==> config.mk <==
export PLATFORM = sky130hd
export DESIGN_NAME = bus_sequencer
export DESIGN_NICKNAME = d
export VERILOG_FILES = /design/src/rtl/bus_sequencer.sv
export SDC_FILE = /design/constraint.sdc
export NUM_CORES = 1
export LEC_CHECK = 0
export ABC_AREA = 0
export BUFFER_PORTS_ARGS = -buffer_cell sky130_fd_sc_hd__buf_2
export CAP_MARGIN = 20
export CORE_MARGIN = 3
export CORE_UTILIZATION = 33
export DETAILED_ROUTE_END_ITERATION = 6
export GPL_TIMING_DRIVEN = 0
export MAX_ROUTING_LAYER = met4
export PLACE_DENSITY = 0.66
export SETUP_SLACK_MARGIN = 0.5
export SLEW_MARGIN = 20
export SYNTH_ARGS = -nofsm -noshare
export SYNTH_HDL_FRONTEND = slang
export SYNTH_SLANG_ARGS = --single-unit
==> constraint.sdc <==
create_clock -name wb_clk_i -period 5.4 [get_ports wb_clk_i]
set_input_delay 1.08 -clock wb_clk_i [delete_from_list [all_inputs] [get_ports wb_clk_i]]
set_output_delay 1.08 -clock wb_clk_i [all_outputs]
set_load 0.02 [all_outputs]
==> src/rtl/bus_sequencer.sv <==
`timescale 1ns / 1ps
`default_nettype none
// ============================================================================
// Module  : bus_sequencer
// Brief   : Two-requester round-robin sequencer for a multiplexed addr/data bus.
// Rev     : 1.0 - initial release
// ============================================================================
module bus_sequencer (
   input  logic        wb_clk_i,
   input  logic        wb_rst_i,
   input  logic        cpu_req,
   input  logic [15:0] cpu_addr,
   input  logic        cpu_we,
   input  logic [1:0]  cpu_space,
   input  logic [7:0]  cpu_wdata,
   output logic        cpu_ack,
   input  logic        dma_req,
   input  logic [15:0] dma_addr,
   input  logic        dma_we,
   input  logic [1:0]  dma_space,
   input  logic [7:0]  dma_wdata,
   output logic        dma_ack,
   output logic [7:0]  rdata,
   input  logic [7:0]  bus_in,
   output logic [7:0]  bus_out,
   output logic        bus_dir,
   output logic        le_lo,
   output logic        le_hi,
   output logic        oe_n,
   output logic        we_n,
   output logic        ioc,
   output logic        iod
);

   typedef enum logic [1:0] {
      S_IDLE    = 2'd0,
      S_ADDR_HI = 2'd1,
      S_ADDR_LO = 2'd2,
      S_DATA    = 2'd3
   } state_t;

   state_t      r_state;
   state_t      w_state_next;
   logic        r_grant_dma;
   logic        r_last_dma;
   logic        r_we;
   logic [15:0] r_addr;
   logic [1:0]  r_space;
   logic [7:0]  r_wdata;
   logic        r_hi_valid;
   logic [7:0]  r_hi_byte;
   logic [7:0]  r_bus_last;
   logic [7:0]  r_rdata;

   logic        w_any;
   logic        w_pick_dma;
   logic        w_load;
   logic [15:0] w_sel_addr;
   logic        w_sel_we;
   logic [1:0]  w_sel_space;
   logic [7:0]  w_sel_wdata;
   logic        w_sel_io;
   logic        w_hi_miss;
   logic        w_in_data;

   // Round-robin: on a tie the requester not granted last time wins.
   always_comb begin
      w_any       = cpu_req | dma_req;
      w_pick_dma  = dma_req & (~cpu_req | ~r_last_dma);
      w_sel_addr  = w_pick_dma ? dma_addr  : cpu_addr;
      w_sel_we    = w_pick_dma ? dma_we    : cpu_we;
      w_sel_space = w_pick_dma ? dma_space : cpu_space;
      w_sel_wdata = w_pick_dma ? dma_wdata : cpu_wdata;
      w_sel_io    = (w_sel_space == 2'd1) || (w_sel_space == 2'd2);
      w_hi_miss   = !r_hi_valid || (w_sel_addr[15:8] != r_hi_byte);
      w_load      = 1'b0;
      w_state_next = r_state;
      case (r_state)
         S_IDLE, S_DATA: begin
            if (w_any) begin
               w_load       = 1'b1;
               w_state_next = (!w_sel_io && w_hi_miss) ? S_ADDR_HI : S_ADDR_LO;
            end else begin
               w_state_next = S_IDLE;
            end
         end
         S_ADDR_HI: w_state_next = S_ADDR_LO;
         S_ADDR_LO: w_state_next = S_DATA;
         default:   w_state_next = S_IDLE;
      endcase
   end

   always_ff @(posedge wb_clk_i) begin
      if (wb_rst_i) begin
         r_state     <= S_IDLE;
         r_grant_dma <= 1'b0;
         r_last_dma  <= 1'b1;
         r_we        <= 1'b0;
         r_addr      <= 16'h0000;
         r_space     <= 2'd0;
         r_wdata     <= 8'h00;
         r_hi_valid  <= 1'b0;
         r_hi_byte   <= 8'h00;
         r_bus_last  <= 8'h00;
         r_rdata     <= 8'h00;
      end else begin
         r_state    <= w_state_next;
         r_bus_last <= bus_out;
         r_rdata    <= rdata;
         if (w_load) begin
            r_grant_dma <= w_pick_dma;
            r_last_dma  <= w_pick_dma;
            r_addr      <= w_sel_addr;
            r_we        <= w_sel_we;
            r_space     <= w_sel_space;
            r_wdata     <= w_sel_wdata;
         end
         if (r_state == S_ADDR_HI) begin
            r_hi_valid <= 1'b1;
            r_hi_byte  <= r_addr[15:8];
         end
      end
   end

   // Acks are masked by reset so an access aborted in DATA is never acknowledged.
   always_comb begin
      bus_out   = r_bus_last;
      bus_dir   = 1'b1;
      le_lo     = 1'b0;
      le_hi     = 1'b0;
      oe_n      = 1'b1;
      we_n      = 1'b1;
      ioc       = 1'b0;
      iod       = 1'b0;
      rdata     = r_rdata;
      w_in_data = (r_state == S_DATA) && !wb_rst_i;
      cpu_ack   = w_in_data && !r_grant_dma;
      dma_ack   = w_in_data &&  r_grant_dma;
      case (r_state)
         S_ADDR_HI: begin
            le_hi   = 1'b1;
            bus_dir = 1'b0;
            bus_out = r_addr[15:8];
         end
         S_ADDR_LO: begin
            le_lo   = 1'b1;
            bus_dir = 1'b0;
            bus_out = r_addr[7:0];
         end
         S_DATA: begin
            ioc = (r_space == 2'd1);
            iod = (r_space == 2'd2);
            if (r_we) begin
               we_n    = 1'b0;
               bus_dir = 1'b0;
               bus_out = r_wdata;
            end else begin
               oe_n  = 1'b0;
               rdata = bus_in;
            end
         end
         default: ;
      endcase
   end

endmodule
`default_nettype wire

==> summary.txt, run 1 <==
Power
  – Clock power frac: 22.3%
  – Internal: 0.000792 W
  – Register share of total power: 43.1%
  – Lkg Pwr: 1.50 nW
  – Combinational share of power: 34.5%
  – Power Density: 357 nW/µm²
  – Worst vdd ir: 0.189 mV
  – Net Sw Power: 0.000449 W
  – Switching Share: 36.2%

Logic synthesis
  – Syn Inst Count: 308
  – Seq cells post-synth: 56
  – Ys Warns: 0
  – Mapped Avg Cell Area: 9.06 µm²
  – Seq/Total Area, Yosys: 40.2%
  – Syn Std Cell Area: 2790 µm²
  – Syn nets: 378
  – Cell variety after synth: 41

STA
  – Final setup violating endpoints: 0
  – Hold Vio Cnt, Final: 0
  – Final Critical Period: 3.32 ns
  – Slew margin rel.: 63.3%
  – Worst-Margin Slew: 0.549 ns
  – Final worst path period share: 61.5%
  – Slew Limit Fails: 0
  – Fmax: 0.301 GHz
  – Max Clock Skew: 0.00426 ns
  – RSZ-0062 raised after global routing: no
  – Setup TNS: 0 ns

Routing
  – Residual DRC: 0
  – M1 WL: 3620 µm
  – Final antenna-violating net count: 0
  – Vias: 2,558
  – DR WL met3: 536 µm
  – DR WL/cell: 15.1 µm
  – 1st-iter DRT viols: 122
  – Via/cell ratio: 5.04
  – Overall routed net length: 7690 µm
  – Pre-antenna DRT Iters: 5
  – Top layer in use: met4
  – Routed wl met2: 3430 µm

Layout
  – Commonest non-fill, non-tap cell in the layout: buf_2
  – Number of diodes: 0
  – Share of cells above drive strength 1: 26.8%
  – Core Util, Final: 43.6%
  – Most frequent cells in the layout: buf_2, dfxtp_1, nor2_1, mux2i_1, a211oi_1
  – Area grow syn2layout: 24.6%
  – Final #Nets: 475

Worst setup path
  – Worst reg-to-reg setup slack: 3.33 ns
  – WP data arrival: 2.24 ns
  – Crit end category: output pin
  – Crit path max fanout: 10
  – Startpoint types: register
  – Critical path class: register to output pin
  – Required time worst endpoint: 4.32 ns
  – Worst Reg-to-Reg Cells: 6

Global routing
  – Number of global-route vias before repair: 2,540
  – Largest net degree at the start of global routing: 17
  – GRT Util Overall: 16.5%
  – Total gr overflow: 0
  – Wire length of the first global-routing pass: 12,400 µm
  – Antenna violations before repair: 0

Floorplanning
  – Die Y: 98.0 µm
  – IO Pins: 91
  – CORE AREA: 7970 µm²
  – Die extent in x: 98.0 µm
  – Rows: 32
  – Starting Density: 35.0%
  – Die area: 9590 µm²

Clocking
  – CTS sink count: 56
  – H-tree depth: 2
  – # hold bufs at CTS: 0
  – CTS tree: built
  – Worst-path clk slew: 0.10 ns
  – Skew-Pair Late Insertion Delay: 0.31 ns
  – Deepest clock path buffer count: 2
  – CTS buffer count: 5
  – CTS root buf: clkbuf_8
  – Cts repair resizes: 0
  – Post-CTS Setup Bufs: 0

Placement
  – Port bufs: 90
  – Final HPWL DP: 5970 µm
  – Final GP Congestion: 0.848

Status
  – Outcome: completed

Job
  – Max-cap viol count: 0

Hold path
  – Hold/Removal Path Class: register to register
  – Worst Hold Path Cells: 2
-- flip-flops by register name, indices dropped and copies added (netlist names) --
signal	cells
r_bus_last	8
r_space	2
r_grant_dma	1
r_addr	16
r_we	1
r_state	2
r_hi_byte	8
r_wdata	8
r_hi_valid	1
r_rdata	8
r_last_dma	1
-- worst max-delay path, cell delays in order, from the launching register on --
cell,delay [ns]
dfxtp_1,0.34
inv_1,0.08
ha_1,0.16
clkbuf_1,0.35
clkbuf_1,0.40
nor2_1,0.11
a221o_1,0.31
buf_2,0.17
-- power groups by stage --
stage,clock (W),sequential [W],combinational (W)
floorplan,0,0.000528,0.000307
global placement,0,0.000542,0.000421
finish,0.000277,0.000536,0.000428
detailed placement,0,0.000544,0.000429
CTS,0.000281,0.000535,0.000431
global route,0.000294,0.000543,0.000480
-- logic make-up after synthesis --
group                    count (synthesis)  synth area share (%)
AO/OA/AOI/OAI                           67                  18.3
XOR/XNOR                                 9                  2.82
adder cells (fa/ha/maj)                  4                  1.79
buffers and inverters                   36                  5.74
flip-flops                              56                  40.2
multiplexers                            42                  15.6
AND/OR/NAND/NOR                         94                  15.7
-- per-stage QoR --
stage / hold slack, ns / std cells / power [W] / cell area (µm²) / worst slack [ns]
6_report: 0.482 / 508 / 0.00124 / 3480 / 2.08
5_1_grt: 0.509 / 508 / 0.00132 / 3480 / 1.89
4_1_cts: 0.485 / 508 / 0.00125 / 3480 / 2.08
3_5_place_dp: 0.463 / 500 / 0.000973 / 3370 / 2.30
3_3_place_gp: 0.457 / 500 / 0.000963 / 3370 / 2.34
2_1_floorplan: 0.434 / 308 / 0.000836 / 2790 / 2.51
-- cell usage after synthesis --
cell        n  area, µm²
buf_6       2       22.5
nor3_2      1       10.0
o22ai_1     3       18.8
a221oi_1    1       8.76
or2_2       1       6.26
a31oi_1     3       18.8
nor4_1      1       6.26
o21a_1      2       15.0
a222oi_1    1       10.0
mux2_2      2       22.5
o21ai_0     5       25.0
nand2b_1    3       18.8
xor2_1      4       35.0
o2bb2ai_1   1       8.76
clkbuf_1   17       63.8
nand2_1    13       48.8
buf_2       2       10.0
mux2_1      6       67.6
ha_1        4       50.1
and3b_1     2       17.5
dfxtp_1    56       1120
inv_1      13       48.8
mux2i_1    33        330
mux2i_2     1       13.8
a221o_1     7       70.1
xnor2_1     5       43.8
nor2b_1    17        106
a22oi_1     9       67.6
a2111oi_0   1       8.76
nor2_1     50        188
a221oi_2    1       15.0
o211ai_1    1       7.51
a21o_1      1       7.51
and2_1      1       6.26
a211oi_1   28        210
nand4_1     1       6.26
a21oi_1     2       10.0
nand3_1     3       15.0
buf_4       2       15.0
nor3b_1     1       7.51
a21boi_1    1       7.51
-- path summary, 6_finish.rpt --
path,from,end
hold reg to reg,r_hi_valid$_SDFFE_PP0P_,r_hi_valid$_SDFFE_PP0P_
setup / recovery,r_state[0]$_SDFF_PP0_,bus_out[2]
setup reg to reg,r_state[0]$_SDFF_PP0_,r_addr[12]$_SDFFE_PP0P_
hold / removal,r_hi_valid$_SDFFE_PP0P_,r_hi_valid$_SDFFE_PP0P_
-- metal layers --
metal	vias up	global-route usage [%]
li1	1283	-
met1	1171	22.2
met2	94	25.4
met3	10	3.29
met4	0	4.15
met5	-	-
-- final cells by class --
class	count	area, µm²
fill	817	4490
sequential	56	1120
clock inverter	2	35.0
clock buffer	6	72.6
multi-input combinational	216	1510
inverter	13	48.8
tap	102	128
timing repair buffer	90	450
buffer	23	111
Note: power is estimated with default switching activity, not from simulation.
==> run 2: changes to the inputs <==
ABC_AREA = 1   (was 0)
clock period = 3.5 ns   (was 5.4 ns; I/O delays follow)
==> run 2 against run 1 <==
Against the previous run:
- utilization fell by 0.78 points
- area after synthesis rose by 4.5%
- sequential cell count unchanged
- final area rose by 3.3%
- hold slack got worse by 0.010 ns
- worst setup slack got worse by 1.3 ns
- count of clock-buffer cells in the layout up 2
- sequential power up 57%
- sequential share of layout area is 1.0 points lower
- critical path depth unchanged
- first-iteration DRC count is 25% higher
- critical endpoint unchanged
- largest cell class unchanged
- highest routed layer unchanged
==> summary.txt, run 2 <==
Status
  – Outcome: completed

Layout
  – Multi-input gate area: 1510 µm²
  – Largest Register: r_addr
  – Commonest non-fill, non-tap cell in the layout: nand2_1
  – Area grow syn2layout: 23.1%
  – Finished Cell Area: 3590 µm²
  – Fillers: 885
  – Share of cells above drive strength 1: 26.2%
  – Final #Nets: 591
  – FF+latch area: 1120 µm²
  – Number of diodes: 0
  – Final std cells w/o fill: 627
  – Most frequent cells in the layout: nand2_1, buf_2, dfxtp_1, inv_1, o21ai_0
  – Max reg flops: 16

Floorplanning
  – Die area: 10,000 µm²
  – IO Pins: 91
  – Rows: 33
  – Die Y: 100 µm
  – Starting Density: 34.8%
  – Die extent in x: 100 µm
  – CORE AREA: 8380 µm²

Global routing
  – Antenna violations before repair: 0
  – Total gr overflow: 0
  – Wire length of the first global-routing pass: 13,600 µm
  – Largest net degree at the start of global routing: 16
  – Number of global-route vias before repair: 2,928
  – GRT Util Overall: 17.4%

Worst setup path
  – Critical path class: register to output pin
  – WP data arrival: 2.00 ns
  – Required time worst endpoint: 2.80 ns
  – Worst reg-to-reg setup slack: 1.72 ns
  – Crit path max fanout: 10
  – Crit end category: output pin
  – Startpoint types: register

Placement
  – Final GP Congestion: 0.947
  – Post-place instance area: 3500 µm²
  – Placed Cells: 619
  – Port bufs: 90
  – Final HPWL DP: 6720 µm

Logic synthesis
  – Seq/Total Area, Yosys: 38.4%
  – Ys Warns: 0
  – Mapped Avg Cell Area: 6.88 µm²
  – Syn nets: 494
  – Ys flop type: dfxtp_1
  – Asr flop ratio synth: 0%
  – Syn Inst Count: 424
  – Most frequent cell after synthesis: nand2_1
  – Cell variety after synth: 29
  – Share of the synthesized area in the top cell type: 38.4%
  – Seq cells post-synth: 56
  – EDFF count, synth: 0
  – Syn Std Cell Area: 2920 µm²
  – Synth top cells by count: nand2_1, dfxtp_1, inv_1
  – Area leader, netlist: dfxtp_1
  – Synth area leaders: dfxtp_1, nand2_1, o21ai_0

STA
  – Worst-Margin Slew: 0.521 ns
  – Fmax: 0.370 GHz
  – Slew Limit Fails: 0
  – RSZ-0062 raised after global routing: no
  – Final worst path period share: 77.2%
  – Slew margin rel.: 65.2%
  – Setup TNS: 0 ns
  – Max Clock Skew: 0.00503 ns
  – Final setup violating endpoints: 0
  – Hold Vio Cnt, Final: 0
  – Final Critical Period: 2.70 ns

Power
  – Lkg Pwr: 1.84 nW
  – Worst vdd ir: 0.196 mV
  – Power Density: 550 nW/µm²
  – Total power: 0.00198 W

Clocking
  – Worst-path clk slew: 0.09 ns
  – H-tree depth: 2
  – # hold bufs at CTS: 0
  – CTS sink count: 56
  – CTS root buf: clkbuf_8
  – CTS buffer count: 5
  – Skew-Pair Late Insertion Delay: 0.30 ns
  – Post-CTS Setup Bufs: 0
  – CTS tree: built
  – Deepest clock path buffer count: 2

Routing
  – Pre-antenna DRT Iters: 4
  – DR WL/cell: 13.5 µm
  – Vias: 3,044
  – Via/cell ratio: 4.85
  – 1st-iter DRT viols: 152
  – Overall routed net length: 8500 µm
  – Residual DRC: 0
  – Final antenna-violating net count: 0

Hold path
  – Hold/Removal Path Class: register to register

Job
  – Max-cap viol count: 0
==> run 2: cell types whose count changed after synthesis, moves of 7 or more <==
cell,delta
a21oi_1,+20
or2_2,+7
a221o_1,-7
inv_1,+26
o21ai_0,+33
a31oi_1,+20
nand2_1,+115
nor2_1,-28
a22oi_1,-9
a211oi_1,-28
nor2b_1,-17
nand3_1,+30
mux2i_1,-33
==> run 2: final timing paths <==
kind / startpoint / end / depth (start not counted)
max: r_state[0]$_SDFF_PP0_ / bus_out[2] / 7
min: r_bus_last[6]$_SDFF_PP0_ / r_bus_last[6]$_SDFF_PP0_ / 2
max reg2reg: r_state[0]$_SDFF_PP0_ / r_state[0]$_SDFF_PP0_ / 7
min reg2reg: r_bus_last[6]$_SDFF_PP0_ / r_bus_last[6]$_SDFF_PP0_ / 2
==> run 2: worst max-delay path, cell delays in order (launching register included) <==
cell	delay, ns
dfxtp_1	0.37
ha_1	0.28
clkbuf_1	0.44
nand3_1	0.14
nand3_1	0.14
nand2_1	0.09
nand2_1	0.08
buf_2	0.16
==> run 2: final cells by class <==
type                    count  share of cell area [%]
plain buffers              23                    3.80
flip-flops and latches     56                    31.2
clock buffers               8                    2.51
repair buffers             90                    12.5
well taps                 105                    3.66
multi-input cells         305                    42.1
inverters                  40                    4.18
==> run 2: timing repair <==
| item | in CTS | in global routing |
|---|---|---|
| setup endpoints to repair | 8 | 8 |
| resized for setup | 1 | 1 |
| cloned | 0 | 0 |
==> run 2: power by group <==
part / internal [W] / switching (W) / leakage, nW / total, W
Sequential: 0.000772 / 0.0000704 / 0.460 / 0.000842
Clock: 0.000162 / 0.000197 / 0.0455 / 0.000359
Combinational: 0.000266 / 0.000509 / 1.33 / 0.000775
==> run 2: per-stage QoR <==
step | worst slack, ns | hold slack [ns] | util, %
CTS | 0.621 | 0.476 | 42.8
finish | 0.797 | 0.471 | 42.8
floorplan | 1.16 | 0.448 | -
global route | 0.541 | 0.493 | 42.8
global placement | 0.830 | 0.456 | 41.7
detailed placement | 0.688 | 0.460 | 41.7
==> run 2: layer usage <==
metal | global-route usage (%) | wire length [µm] | vias to the layer above
met1 | 22.7 | 3880 | 1375
met3 | 2.64 | 501 | 10
met2 | 28.4 | 3980 | 91
met5 | - | 0 | -
li1 | - | - | 1568
met4 | 4.35 | 127 | 0
==> run 2: logic make-up (layout without fill, tap and decap cells) <==
family                     after synthesis  count (layout)  share of synthesized area, %
AOI/OAI and AO/OA                       87              87                          16.5
and+or+nand+nor                        213             213                          33.2
buffers and inverters                   63             161                          9.82
adders and majority gates                4               4                          1.72
xor gates and xnor gates                 1               1                         0.300
DFF                                     56              56                          38.4
==> run 3: changes to the inputs <==
ABC_AREA = 0   (was 1)
clock period = 2.7 ns   (was 3.5 ns; I/O delays follow)
==> run 3 against run 2 <==
Against the previous run:
- worst setup slack worse by 0.43 ns
- register-to-register slack worse by 0.91 ns
- global-route usage is 0.30 points lower
- first-iteration DRC count is 23% lower
- utilization is 4.0 points higher
- sequential share of layout area is 1.0 points lower
- count of clock-buffer cells in the layout is 2 lower
- wire length is 5.3% lower
- final cell count is 18% lower
- critical endpoint is now bus_out[4]
- largest power group unchanged
==> summary.txt, run 3 (same netlist as run 1, synthesis figures left out) <==
Layout
  – Largest Register: r_addr
  – Max reg flops: 16
  – Fillers: 795
  – Commonest non-fill, non-tap cell in the layout: buf_2
  – Most frequent cells in the layout: buf_2, dfxtp_1, nor2_1, mux2i_1, a211oi_1
  – Area grow syn2layout: 33.7%
  – FF+latch area: 1130 µm²
  – Finished Cell Area: 3730 µm²
  – Final std cells w/o fill: 515
  – Multi-input gate area: 1580 µm²
  – Final #Nets: 482
  – Share of cells above drive strength 1: 34.1%
  – Number of diodes: 0

Placement
  – Post-place instance area: 3370 µm²
  – Final GP Congestion: 0.848
  – Placed Cells: 500
  – Port bufs: 90
  – Final HPWL DP: 5970 µm

Hold path
  – Worst hold path startpoint: r_hi_valid$_SDFFE_PP0P_
  – Hold/Removal Path Class: register to register
  – Worst Hold Path Cells: 2
  – Hold endpoint: r_hi_valid$_SDFFE_PP0P_

Clocking
  – CTS buffer count: 5
  – CTS root buf: clkbuf_8
  – H-tree depth: 2
  – CTS sink count: 56
  – # hold bufs at CTS: 0
  – Deepest clock path buffer count: 2
  – Worst-path clk slew: 0.10 ns
  – Skew-Pair Late Insertion Delay: 0.31 ns
  – CTS tree: built

STA
  – Final worst path period share: 86.6%
  – Max Clock Skew: 0.00424 ns
  – RSZ-0062 raised after global routing: yes
  – Slew Limit Fails: 0
  – Hold Vio Cnt, Final: 0
  – Fmax: 0.428 GHz
  – Final Critical Period: 2.34 ns
  – Final setup violating endpoints: 0
  – Slew margin rel.: 63.4%
  – Setup TNS: 0 ns
  – Hold WS: 0.481 ns
  – Worst-Margin Slew: 0.549 ns

Floorplanning
  – CORE AREA: 7970 µm²
  – Starting Density: 35.0%
  – Die extent in x: 98.0 µm
  – Die area: 9590 µm²
  – Die Y: 98.0 µm
  – IO Pins: 91
  – Rows: 32

Routing
  – Final antenna-violating net count: 0
  – DR WL/cell: 15.6 µm
  – Residual DRC: 0
  – Pre-antenna DRT Iters: 6
  – Overall routed net length: 8050 µm
  – Vias: 2,627
  – 1st-iter DRT viols: 117
  – Via/cell ratio: 5.10

Global routing
  – Total gr overflow: 0
  – Number of global-route vias before repair: 2,636
  – Largest net degree at the start of global routing: 17
  – Antenna violations before repair: 0
  – GRT Util Overall: 17.1%
  – Wire length of the first global-routing pass: 12,800 µm

Power
  – Combinational share of power: 38.7%
  – Clock power frac: 20.7%
  – Total power: 0.00268 W
  – Net Sw Power: 0.000958 W
  – Lkg Pwr: 1.58 nW
  – Switching Share: 35.7%
  – Internal: 0.00172 W
  – Worst vdd ir: 0.378 mV
  – Power Density: 718 nW/µm²
  – Register share of total power: 40.6%

Worst setup path
  – Crit path max fanout: 5
  – Startpoint types: register
  – WP data arrival: 1.80 ns
  – Critical path class: register to output pin
  – Worst Reg-to-Reg Cells: 6
  – Worst reg-to-reg setup slack: 0.81 ns
  – Crit end category: output pin
  – Worst r2r src: r_state[0]$_SDFF_PP0_
  – Worst flop-to-flop path endpoint: r_addr[14]$_SDFFE_PP0P_
  – Required time worst endpoint: 2.16 ns

Status
  – Outcome: completed

Job
  – Max-cap viol count: 0
==> run 3: critical path, stage by stage (launching register included) <==
cell,delay [ns]
dfxtp_4,0.37
inv_2,0.07
ha_2,0.19
clkbuf_8,0.15
buf_4,0.13
o22ai_1,0.06
a221o_1,0.33
buf_4,0.17
==> run 3: timing repair <==
action / in CTS / in global routing
resized for setup: 48 / 8
setup buffers: 6 / 0
setup endpoints to repair: 22 / 20
pin swaps: 4 / 5
gates cloned: 1 / 0
==> run 3: routing by layer <==
metal  track usage [%]  part of all wire, %  up-vias
li1                  -                    -     1296
met1              22.0                   45     1233
met2              27.0                   47       89
met3              3.86                  7.0        9
met4              4.90                  1.2        0
met5                 -                    0        -
==> run 3: area by class of cell <==
type | count | share of cell area [%]
inverters | 13 | 1.31
well taps | 102 | 3.42
plain buffers | 23 | 5.27
multi-input cells | 216 | 42.3
flip-flops and latches | 56 | 30.2
clock inverters | 2 | 0.939
clock buffers | 6 | 1.95
repair buffers | 97 | 14.6
==> run 3: stage by stage <==
step                      worst slack, ns  util (%)
after global routing                0.321      46.8
after global placement              0.322      42.3
after floorplan                     0.549         -
after CTS                           0.371      46.5
final                               0.363      46.8
after detailed placement            0.309      42.3
==> run 3: worst max path at each step <==
stage | start | end | slack (ns) | cells after the start
2_1_floorplan | r_state[1]$_SDFF_PP0_ | bus_out[3] | 0.55 | 7
3_3_place_gp | r_state[1]$_SDFF_PP0_ | bus_out[3] | 0.32 | 8
3_5_place_dp | r_state[1]$_SDFF_PP0_ | bus_out[3] | 0.31 | 8
4_1_cts | r_state[0]$_SDFF_PP0_ | bus_out[2] | 0.37 | 7
5_1_grt | r_state[0]$_SDFF_PP0_ | bus_out[4] | 0.32 | 7
6_report | r_state[0]$_SDFF_PP0_ | bus_out[4] | 0.36 | 7
==> run 3: power groups by stage <==
stage                     Sequential, W  Combinational [W]  Clock [W]
after floorplan                 0.00106           0.000615          0
after global placement          0.00108           0.000842          0
after detailed placement        0.00109           0.000858          0
after CTS                       0.00108            0.00101   0.000562
after global routing            0.00110            0.00114   0.000591
final                           0.00109            0.00104   0.000555
